==> src/rtl/updown_seq_pkg.sv <==
// Shared encodings and default widths for the up/down count sequencer.
package updown_seq_pkg;

  localparam int DEF_W  = 4;
  localparam int DEF_PW = 4;

  typedef enum logic [1:0] {
    MODE_UP       = 2'd0,
    MODE_DOWN     = 2'd1,
    MODE_PINGPONG = 2'd2,
    MODE_FREE     = 2'd3
  } mode_e;

  typedef enum logic [1:0] {
    IDLE = 2'd0,
    RUN  = 2'd1,
    DONE = 2'd2
  } state_e;

endpackage

==> src/rtl/updown_count_core.sv <==
// Plain W-bit up/down counter: load takes priority over a step; wraps modulo 2^W.
module updown_count_core #(
  parameter int W = 4
) (
  input  logic         clk,
  input  logic         reset,
  input  logic         load_i,
  input  logic [W-1:0] load_val_i,
  input  logic         en_i,
  input  logic         up_i,
  output logic [W-1:0] count_o
);

  logic [W-1:0] count_q, count_d;

  always_comb begin
    count_d = count_q;
    if (load_i)
      count_d = load_val_i;
    else if (en_i)
      count_d = up_i ? count_q + W'(1) : count_q - W'(1);
  end

  always_ff @(posedge clk) begin
    if (reset)
      count_q <= '0;
    else
      count_q <= count_d;
  end

  assign count_o = count_q;

endmodule

==> src/rtl/updown_count_sequencer.sv <==
// Command-driven sequencer running a counter through UP/DOWN/PINGPONG/FREE runs.
// Accept edge loads start; steps begin on the next edge; done/err/aborted are 1-cycle pulses.
module updown_count_sequencer
  import updown_seq_pkg::*;
#(
  parameter int W  = DEF_W,
  parameter int PW = DEF_PW
) (
  input  logic          clk,
  input  logic          reset,
  input  logic          cmd_valid,
  output logic          cmd_ready,
  input  logic [1:0]    cmd_mode,
  input  logic [W-1:0]  cmd_start,
  input  logic [W-1:0]  cmd_limit,
  input  logic [PW-1:0] cmd_passes,
  input  logic          pause,
  input  logic          abort,
  output logic [W-1:0]  count,
  output logic          dir,
  output logic          busy,
  output logic          done,
  output logic          err,
  output logic          aborted
);

  state_e        state_q, state_d;
  mode_e         mode_q, mode_d;
  logic [W-1:0]  start_q, start_d;
  logic [W-1:0]  limit_q, limit_d;
  logic [PW-1:0] legs_q, legs_d;
  logic          dir_q, dir_d;
  logic          err_q, err_d;
  logic          aborted_q, aborted_d;

  logic          core_load, core_en, core_up;
  logic [W-1:0]  target;
  mode_e         cmd_mode_e;

  assign cmd_mode_e = mode_e'(cmd_mode);
  // A PINGPONG downward leg terminates back at the original start value.
  assign target = (mode_q == MODE_PINGPONG && !dir_q) ? start_q : limit_q;

  always_comb begin
    state_d   = state_q;
    mode_d    = mode_q;
    start_d   = start_q;
    limit_d   = limit_q;
    legs_d    = legs_q;
    dir_d     = dir_q;
    err_d     = 1'b0;
    aborted_d = 1'b0;
    core_load = 1'b0;
    core_en   = 1'b0;
    core_up   = dir_q;

    case (state_q)
      IDLE: begin
        if (cmd_valid) begin
          mode_d    = cmd_mode_e;
          start_d   = cmd_start;
          limit_d   = cmd_limit;
          legs_d    = (cmd_passes == '0) ? PW'(1) : cmd_passes;
          dir_d     = (cmd_mode_e != MODE_DOWN);
          core_load = 1'b1;
          if (cmd_mode_e == MODE_PINGPONG && !(cmd_limit > cmd_start)) begin
            state_d = DONE;
            err_d   = 1'b1;
          end else begin
            state_d = RUN;
          end
        end
      end
      RUN: begin
        if (abort) begin
          state_d   = IDLE;
          aborted_d = 1'b1;
        end else if (pause) begin
          state_d = RUN;
        end else if (mode_q != MODE_FREE && count == target) begin
          if (mode_q == MODE_PINGPONG && legs_q > PW'(1)) begin
            // Turn around without a dwell cycle: flip and step on the same edge.
            legs_d  = legs_q - PW'(1);
            dir_d   = !dir_q;
            core_en = 1'b1;
            core_up = !dir_q;
          end else begin
            state_d = DONE;
          end
        end else begin
          core_en = 1'b1;
        end
      end
      DONE: state_d = IDLE;
      default: state_d = IDLE;
    endcase
  end

  always_ff @(posedge clk) begin
    if (reset) begin
      state_q   <= IDLE;
      mode_q    <= MODE_UP;
      start_q   <= '0;
      limit_q   <= '0;
      legs_q    <= '0;
      dir_q     <= 1'b1;
      err_q     <= 1'b0;
      aborted_q <= 1'b0;
    end else begin
      state_q   <= state_d;
      mode_q    <= mode_d;
      start_q   <= start_d;
      limit_q   <= limit_d;
      legs_q    <= legs_d;
      dir_q     <= dir_d;
      err_q     <= err_d;
      aborted_q <= aborted_d;
    end
  end

  updown_count_core #(.W(W)) u_core (
    .clk        (clk),
    .reset      (reset),
    .load_i     (core_load),
    .load_val_i (cmd_start),
    .en_i       (core_en),
    .up_i       (core_up),
    .count_o    (count)
  );

  assign cmd_ready = (state_q == IDLE) && !reset;
  assign busy      = (state_q == RUN);
  assign done      = (state_q == DONE);
  assign dir       = dir_q;
  assign err       = err_q;
  assign aborted   = aborted_q;

endmodule
==> config.mk <==
export PLATFORM = sky130hd
export DESIGN_NAME = updown_count_sequencer
export DESIGN_NICKNAME = d
export VERILOG_FILES = /design/src/rtl/updown_seq_pkg.sv /design/src/rtl/updown_count_core.sv /design/src/rtl/updown_count_sequencer.sv
export SDC_FILE = /design/constraint.sdc
export NUM_CORES = 1
export LEC_CHECK = 0
export CAP_MARGIN = 15
export CORE_AREA = 2 2 60 62
export CTS_CLUSTER_DIAMETER = 150
export CTS_CLUSTER_SIZE = 8
export DETAILED_ROUTE_END_ITERATION = 10
export DIE_AREA = 0 0 62 64
export GPL_TIMING_DRIVEN = 0
export PLACE_DENSITY = 0.72
export SYNTH_ARGS = -nofsm -noshare
export SYNTH_HDL_FRONTEND = slang
export SYNTH_SLANG_ARGS = --single-unit
==> constraint.sdc <==
create_clock -name clk -period 4.95 [get_ports clk]
set_input_delay 1.2375 -clock clk [delete_from_list [all_inputs] [get_ports clk]]
set_output_delay 1.2375 -clock clk [all_outputs]
set_load 0.05 [all_outputs]
==> impl_metrics.ini <==
[outcome]
outcome = completed

[route]
vias = 1335
final_antenna_net_count = 0
totalWireLength_mm = 3.30
wl_per_cell_um = 13.0
drc = 0
firstDrtPassIters = 4
viasPerCell = 5.24
dr.first_iter.drc_count = 61

[pwr]
p_comb_share_pct = 33.9
p_sw_share_pct = 35.5
switchingPower_mw = 0.163
pwr-share-clk_pct = 19.8
power_frac_seq_pct = 46.3
ir_drop_mv = 0.0884
finalPower_mw = 0.459
power.internal_mw = 0.296
power_leakage_nw = 0.681
power_density_mw_per_mm2 = 254

[hold_path]
hold_path.class = reg -> reg
hp-start = limit_q[3]

[global_routing]
grtUsageMet2_pct = 30.1
met3_usage_pct = 3.24
grt_pass1_vias = 1278
grt_pass1_wl_mm = 5.60
grt_overflow_total = 0
grt_usage_pct = 18.5
grt_most_used_layer = met2
antenna_found_initial = 0
grt_max_degree = 13
use_met1_pct = 24.4

[synth]
netlist_area_mm2 = 0.00145
netlist.area_leader.share_pct = 31.8
yosys_most_used_dff = dfxtp_1
synth_edf_count = 0
ys_top_cells_by_area = dfxtp_1 32%, a21oi_1 6.9%, ha_1 6.9%
postSynth.asyncResetShare_pct = 0
synth_area_per_cell_um2 = 8.17
yosysSeqAreaShare_pct = 31.8
ys_ff_latch = 23
ys_types = 38
synth_top_area_cell = dfxtp_1
yosys_warnings = 0
synth_nets = 205
syn_inst = 177

[clock_network]
clk_path_buf_depth = 2
clock-sinks = 23
cts_tree = built
cts_root_buffer = clkbuf_4
path_clk_slew_ps = 130
htreeDepth = 1
cts_buffers = 3
cts_resized = 0
postCtsSetupBuffers = 0
clkLatencyLatePin_ps = 320
cts_hold_buf = 0

[timing]
setup_tns_ps = 0
hold_viol = 0
setup_viol = 0
rsz0062_at_grt = false
fin_ws_ps = 618
skew_ps = 1.83
fmax_ghz = 0.231
period_share_pct = 87.5
hold_ws_ps = 467
slew_headroom_pct = 58.4
finalMaxSlewViolations = 0
min_period_ps = 4330
worst_slew_pin_slew_ps = 622

[final_layout]
fill_cells = 333
area_growth_pct = 25.2
instances_no_fill = 255
post_route_cells_drive_above_1_share_pct = 5.74
layout_commonest_cell = clkdlybuf4s50_1
fin_nets = 238
final_cell_mix = 28 x clkdlybuf4s50_1, 26 x nand2_1, 23 x dfxtp_1
n_antenna_cell = 0

[worst_setup_path]
r2r_setup_slack_ps = 1540
crit_chain = clkdlybuf4s50_1 > clkbuf_1 > nor3_1 > clkdlybuf4s50_1
critPathTopFamily = buffers and inverters
crit_start = reset
crit_type = in -> out
reg2reg_from = dir
worstPathRequired_ps = 3710
path_max_fanout = 10
crit_path_start_kind = input pin
cp.buffers_inverters = 3
crit_top_cell = clkdlybuf4s50_1
crit_slowest_cell = clkdlybuf4s50_1
cp-end-kind = output pin
arrival_ps = 3090
cpPeakStageDelay_ps = 830

[placed_design]
numPlacedInstances = 251
io_buffers = 28
dp_slack_ps = 604
hpwl_mm = 2.57
place.gp.congestion = 0.865

[die]
die_w_um = 62
rows = 21
start_util_pct = 44.0
core_mm2 = 0.00328
io_pins = 29
die_area_mm2 = 0.00397
fp.dieH_um = 64

[job]
drv_cap = 0
==> worst paths after layout <==
| kind | endpoint | depth (start not counted) |
|---|---|---|
| hold reg to reg | limit_q[3] | 2 |
| setup / recovery | cmd_ready | 4 |
| setup reg to reg | u_core.count_o[3] | 12 |
| hold / removal | limit_q[3] | 2 |
==> cell type report <==
cell class	instances	area, µm²	share of cell area [%]
plain buffers	7	26.3	1.45
repair buffers	28	280	15.5
multi-input cells	138	926	51.1
flip-flops and latches	23	460	25.4
inverters	9	33.8	1.87
well taps	46	57.6	3.18
clock buffers	4	26.3	1.45
==> tightest hold or removal path, cell delays in order (launching register included) <==
cell     delay, ps
dfxtp_1        330
nand2_1         50
a21oi_1         50
==> power groups by stage <==
| stage | Combinational (mW) | Clock [mW] | Sequential [mW] |
|---|---|---|---|
| after global placement | 0.154 | 0 | 0.216 |
| after detailed placement | 0.156 | 0 | 0.217 |
| after CTS | 0.156 | 0.0930 | 0.213 |
| after global routing | 0.172 | 0.102 | 0.215 |
| final | 0.155 | 0.0909 | 0.213 |
| after floorplan | 0.0951 | 0 | 0.227 |
==> sequential cells by signal, summed over array words and instances, names as in the netlist <==
register        cells
legs_q              4
limit_q             4
start_q             4
u_core.count_o      4
mode_q              2
state_q             2
aborted             1
dir                 1
err                 1
==> routing by layer <==
layer | part of all wire, % | wire, µm
met1 | 47 | 1560
met2 | 46 | 1530
met3 | 5.0 | 166
met4 | 1.3 | 44
met5 | 0 | 0
==> kinds of logic (layout without fill, tap and decap cells) <==
group / after synthesis / after routing / synth area share [%]
AOI/OAI and AO/OA: 49 / 49 / 21.6
xor gates and xnor gates: 9 / 9 / 5.45
adders and majority gates: 9 / 9 / 8.30
buffers and inverters: 16 / 48 / 4.15
DFF: 23 / 23 / 31.8
muxes: 5 / 5 / 3.55
and+or+nand+nor: 66 / 66 / 25.1
==> synthesized netlist by cell type, drive strengths merged, types with 2 or more instances <==
cell type	number
a21o	4
a21oi	20
a31oi	2
and2	2
clkbuf	7
dfxtp	23
ha	8
inv	9
mux2i	4
nand2	26
nand2b	4
nand3b	2
nor2	9
nor2b	3
nor3	9
nor3b	2
nor4	5
o211ai	4
o21ai	9
o21bai	2
o31a	3
xnor2	8
==> metrics by stage <==
stage | utilization (%) | cell area (µm²)
2_1_floorplan | - | 1450
3_3_place_gp | 54.3 | 1780
3_5_place_dp | 54.3 | 1780
4_1_cts | 55.1 | 1810
5_1_grt | 55.1 | 1810
6_report | 55.1 | 1810
Note: power is estimated with default switching activity, not from simulation.
